--- src/rtl/gt_serial_pkg.sv ---
// Shared definitions for the bit-serial unsigned greater-than sequencer.
//   state_t    : controller state encoding (IDLE / RUN / DONE, 2 bits)
//   nstep()    : number of slice steps for a WIDTH / BITS_PER_CYCLE pair
//   cnt_width(): step-counter width, wide enough to hold NSTEP without wrapping
package gt_serial_pkg;

    typedef enum logic [1:0] {
        IDLE = 2'd0,
        RUN  = 2'd1,
        DONE = 2'd2
    } state_t;

    function automatic int unsigned nstep(input int unsigned width, input int unsigned bpc);
        return width / bpc;
    endfunction

    function automatic int unsigned cnt_width(input int unsigned width, input int unsigned bpc);
        return $clog2(nstep(width, bpc) + 1);
    endfunction

endpackage

--- src/rtl/gt_slice_chain.sv ---
// Borrow-only subtractor cell and the BITS_PER_CYCLE-wide ripple built from it.
//
// subtractor_1bit_cmp: borrow out of (m - s - bin)
//   m, s, bin : minuend bit, subtrahend bit, borrow in
//   bout      : borrow out
//   IMPL_TYPE : 0 = sum-of-products form, otherwise a mux form (same function)
//
// gt_slice_chain: borrow out of (B - A - Bin) across one slice, LSB first.
//   A, B : slice bits of the compare operands (B is the minuend)
//   Bin  : borrow into bit 0
//   Bout : borrow out of the top bit; 1 iff {A} > {B} given Bin=0 over the full chain
module subtractor_1bit_cmp #(
    parameter int IMPL_TYPE = 0
) (
    input  logic m,
    input  logic s,
    input  logic bin,
    output logic bout
);

    generate
        if (IMPL_TYPE == 0) begin : g_sop
            assign bout = (~m & s) | (~(m ^ s) & bin);
        end else begin : g_mux
            // Equal bits pass the incoming borrow; differing bits borrow iff s is the 1.
            assign bout = (m == s) ? bin : s;
        end
    endgenerate

endmodule

module gt_slice_chain #(
    parameter int unsigned BITS_PER_CYCLE = 1,
    parameter int          IMPL_TYPE      = 0
) (
    input  logic [BITS_PER_CYCLE-1:0] A,
    input  logic [BITS_PER_CYCLE-1:0] B,
    input  logic                      Bin,
    output logic                      Bout
);

    logic [BITS_PER_CYCLE:0] chain;

    assign chain[0] = Bin;

    for (genvar g = 0; g < BITS_PER_CYCLE; g++) begin : g_bit
        subtractor_1bit_cmp #(
            .IMPL_TYPE(IMPL_TYPE)
        ) u_bit (
            .m   (B[g]),
            .s   (A[g]),
            .bin (chain[g]),
            .bout(chain[g+1])
        );
    end

    assign Bout = chain[BITS_PER_CYCLE];

endmodule

--- src/rtl/gt_uint_serial_ctrl.sv ---
// Bit-serial unsigned A > B: one BITS_PER_CYCLE-wide borrow slice is reused for
// WIDTH/BITS_PER_CYCLE cycles, LSB slice first, computing the borrow of B - A.
//   clk, rst_n          : clock, synchronous active-low reset
//   in_valid / in_ready : operand handshake (A, B sampled on the accept edge only)
//   out_valid/out_ready : result handshake
//   Y                   : 1 iff A > B, held until the next op completes
//   busy                : high while stepping
module gt_uint_serial_ctrl
    import gt_serial_pkg::*;
#(
    parameter int unsigned WIDTH          = 32,
    parameter int unsigned BITS_PER_CYCLE = 1,
    parameter int          IMPL_TYPE      = 0
) (
    input  logic             clk,
    input  logic             rst_n,
    input  logic             in_valid,
    output logic             in_ready,
    input  logic [WIDTH-1:0] A,
    input  logic [WIDTH-1:0] B,
    output logic             out_valid,
    input  logic             out_ready,
    output logic             Y,
    output logic             busy
);

    localparam int unsigned     NSTEP = nstep(WIDTH, BITS_PER_CYCLE);
    localparam int unsigned     CNT_W = cnt_width(WIDTH, BITS_PER_CYCLE);
    localparam logic [CNT_W-1:0] LAST = CNT_W'(NSTEP - 1);

    generate
        if (BITS_PER_CYCLE == 0 || (WIDTH % BITS_PER_CYCLE) != 0) begin : g_bad_cfg
            $error("gt_uint_serial_ctrl: WIDTH must be a multiple of BITS_PER_CYCLE");
        end
    endgenerate

    state_t           state;
    logic [CNT_W-1:0] cnt;
    logic [WIDTH-1:0] sa;
    logic [WIDTH-1:0] sb;
    logic             borrow;
    logic             y_q;
    logic             slice_bout;
    logic             accept;

    gt_slice_chain #(
        .BITS_PER_CYCLE(BITS_PER_CYCLE),
        .IMPL_TYPE     (IMPL_TYPE)
    ) u_chain (
        .A   (sa[BITS_PER_CYCLE-1:0]),
        .B   (sb[BITS_PER_CYCLE-1:0]),
        .Bin (borrow),
        .Bout(slice_bout)
    );

    // Registered state only; in_valid never reaches in_ready.
    assign in_ready  = rst_n && ((state == IDLE) || ((state == DONE) && out_ready));
    assign accept    = in_valid && in_ready;
    assign out_valid = (state == DONE);
    assign busy      = (state == RUN);
    assign Y         = y_q;

    always_ff @(posedge clk) begin
        if (!rst_n) begin
            state  <= IDLE;
            cnt    <= '0;
            sa     <= '0;
            sb     <= '0;
            borrow <= 1'b0;
            y_q    <= 1'b0;
        end else if (accept) begin
            // Covers both IDLE and the back-to-back hand-off out of DONE.
            state  <= RUN;
            cnt    <= '0;
            sa     <= A;
            sb     <= B;
            borrow <= 1'b0;
        end else begin
            case (state)
                RUN: begin
                    borrow <= slice_bout;
                    sa     <= sa >> BITS_PER_CYCLE;
                    sb     <= sb >> BITS_PER_CYCLE;
                    cnt    <= cnt + CNT_W'(1);
                    if (cnt == LAST) begin
                        state <= DONE;
                        y_q   <= slice_bout;
                    end
                end
                DONE: begin
                    if (out_ready) begin
                        state <= IDLE;
                    end
                end
                IDLE: begin
                    state <= IDLE;
                end
                default: begin
                    state <= IDLE;
                end
            endcase
        end
    end

endmodule

--- config.mk ---
export PLATFORM = sky130hd
export DESIGN_NAME = gt_uint_serial_ctrl
export DESIGN_NICKNAME = d
export VERILOG_FILES = /design/src/rtl/gt_serial_pkg.sv /design/src/rtl/gt_slice_chain.sv /design/src/rtl/gt_uint_serial_ctrl.sv
export SDC_FILE = /design/constraint.sdc
export NUM_CORES = 1
export LEC_CHECK = 0
export ABC_AREA = 1
export CORE_MARGIN = 10
export CORE_UTILIZATION = 52
export DETAILED_ROUTE_END_ITERATION = 12
export GPL_ROUTABILITY_DRIVEN = 0
export GPL_TIMING_DRIVEN = 0
export PLACE_DENSITY = 0.75
export SLEW_MARGIN = 20
export SYNTH_ARGS = -nofsm -noshare
export SYNTH_HDL_FRONTEND = slang
export SYNTH_SLANG_ARGS = --single-unit
--- constraint.sdc ---
create_clock -name clk -period 3.58 [get_ports clk]
set_input_delay 0.716 -clock clk [delete_from_list [all_inputs] [get_ports clk]]
set_output_delay 0.716 -clock clk [all_outputs]
set_load 0.01 [all_outputs]
==> reports/summary.txt <==
Final min period: 3.165 ns
clk slew on worst S/H paths: 0.08 ns
Vias/cell: 5.286
WL per Instance: 13.41 um
IO buf count: 71
Non-Filler Instances: 819
Max Cap Viol: 0
worst-case clock buffer depth: 2
RSZ-0062 raised after global routing: false
Leak: 2.266 nW
Fill cells: 689
DIE HEIGHT: 107.6 um
Worst EP required: 2.86 ns
most frequent cells in the layout: nand2_1 (209), dfxtp_1 (74), a21oi_1 (72)
Syn Area/Cell: 6.301 um^2
post-route antenna net violation count: 0
Slowest Stage Delay on Critical Path: 0.56 ns
Layout Area Growth over Synthesis: 26.41%
DR iter-0 viols: 208
fin crit share: 0.8842
clock network power share: 0.361
post-synthesis instance total: 633
commonest non-fill, non-tap cell in the layout: nand2_1
layout cell share with drive strength beyond 1: 0.05556
Synth Warn #: 0
crit path max-delay cell type: clkdlybuf4s50_1
worst setup path start: out_ready
sw frac: 0.2704
fin util: 0.6842
die width: 107.6 um
f_max: 0.3159 GHz
Skew-Pair Late Insertion Delay: 0.35 ns
final hold vios: 0
part of the power in registers: 0.459
DP Area: 4823 um^2
global route overflow: 0
Seq cells post-synth: 74
H-tree depth: 3
worst min path class: flip-flop to flip-flop
critical path type: input port to output pin
postcts setup bufs: 0
dpl ws: 0.4527 ns
PostCTS Resize Cnt: 0
Worst Max-Slew Pin Slew: 0.5435 ns
setup TNS: 0 ns
Critical Path Sink Type: output pin
starting density of the core: 0.5413
Die ar.: 11570 um^2
clock buffer count from CTS: 9
max-slew headroom at the worst pin: 0.6368
CP dominant cell by count: clkdlybuf4s50_1
PwrDens: 393.8 nW/um^2
FF-to-FF path depth: 6
number of remaining DRC errors: 0
Arr. time, crit path: 2.45 ns
Power, Total: 1.986 mW
Inserted Diodes: 0
Vias: 4329
post-DP HPWL: 7935 um
pin count of the biggest net entering global routing: 13
design area: 5042 um^2
Syn Nets: 703
Fin Clk Skew: 0.009660 ns
dpl cells: 803
first-pass GRT wire length: 18580 um
row cnt: 31
sequential area share after synthesis: 0.3714
clock sink count: 74
final worst slack: 0.4146 ns
internal cell power: 1.449 mW
Gate power share: 0.180
FF-to-FF Start: state[1]
NetSw: 537.1 uW
GRT Util Overall: 0.1896
drt total wl: 10980 um
Netlist cell types: 21
Core Region: 7370 um^2
Setup crit start kind: input port
Synth Cell Area: 3989 um^2
Hold-fix buffers, CTS: 0
setup violators final: 0
worst-path cell chain: clkdlybuf4s50_1, inv_1, nand2_1, and2_1, clkdlybuf4s50_1
TritonRoute pass-1 iters: 5
fin. max-slew vios: 0
R2R Setup Slk: 1.75 ns
status: finished, final reports clean
CTS tree: built
worst hold margin: 0.4815 ns
initial antenna violation count: 0
root buffer cell: clkbuf_8
end of the critical path: in_ready
Final nets: 785
end of the worst register-to-register path: sa[0]
vias in the first global route: 4138
VDD IR-drop max: 216.5 uV
io pins: 72
worst-path fanout max: 10
## sequential cells by signal (all words and copies together), names as in the netlist
| name | count |
|---|---|
| Y | 1 |
| borrow | 1 |
| cnt | 6 |
| sa | 32 |
| sb | 32 |
| state | 2 |
## logic make-up (layout without fill, tap and decap cells)
group / count (synthesis) / in the layout / synth area share
buf+inv: 128 / 215 / 0.1289
simple gates: 355 / 355 / 0.4006
compound gates: 74 / 74 / 0.09285
fa+ha+maj: 2 / 2 / 0.006273
flops: 74 / 74 / 0.3714
## worst min-delay path by stage
stage,start,endpoint,slack [ns],cells after the start
6_report,borrow,borrow,0.48,2
5_1_grt,sa[21],sa[21],0.50,2
4_1_cts,borrow,borrow,0.48,2
3_5_place_dp,borrow,borrow,0.47,2
3_3_place_gp,borrow,borrow,0.46,2
2_1_floorplan,borrow,borrow,0.45,2
## Yosys cell counts
| library cell | instances | area [um^2] |
|---|---|---|
| clkbuf_1 | 33 | 123.9 |
| inv_1 | 71 | 266.5 |
| o21ai_0 | 2 | 10.01 |
| or2_0 | 1 | 6.260 |
| nand3_1 | 69 | 345.3 |
| inv_2 | 3 | 11.26 |
| nor2_4 | 1 | 11.26 |
| nor2_1 | 7 | 26.28 |
| ha_1 | 2 | 25.02 |
| and2_1 | 1 | 6.260 |
| nor2_2 | 1 | 6.260 |
| buf_2 | 15 | 75.07 |
| nand3b_1 | 1 | 7.510 |
| a21oi_1 | 72 | 360.4 |
| nand2_1 | 209 | 784.5 |
| nand2_2 | 1 | 6.260 |
| nand4_1 | 62 | 387.9 |
| nor3_1 | 2 | 10.01 |
| buf_1 | 2 | 7.510 |
| buf_4 | 4 | 30.03 |
| dfxtp_1 | 74 | 1481 |
## area by class of cell
cell class / instances / area (um^2) / share of cell area
timing repair buffer: 71 / 710.7 / 0.1409
clock buffer: 11 / 141.4 / 0.02804
sequential: 74 / 1481 / 0.2938
multi-input combinational: 431 / 1993 / 0.3953
buffer: 54 / 236.5 / 0.04690
tap: 99 / 123.9 / 0.02457
clock inverter: 5 / 77.57 / 0.01538
inverter: 74 / 277.8 / 0.05509
## power by group through the flow
stage          registers [mW]  clock network [mW]  logic (mW)
3_5_place_dp            0.930                   0       0.353
5_1_grt                 0.919               0.765       0.400
4_1_cts                 0.911               0.726       0.356
3_3_place_gp            0.927                   0       0.345
2_1_floorplan           0.923                   0       0.217
6_report                0.912               0.717       0.357
## worst max-delay path: cells and delay by family
kind                   cells  cell delay (ns)
buffers and inverters      3             1.07
AND/OR/NAND/NOR            2             0.66
## routing by layer
metal	up-vias	wire length [um]	GRT usage
met5	-	0	0
met4	0	202	0.06489
met3	22	556	0.04491
met2	110	5276	0.3174
met1	1968	4948	0.2319
li1	2229	-	-
(Power assumes the default switching activity.)
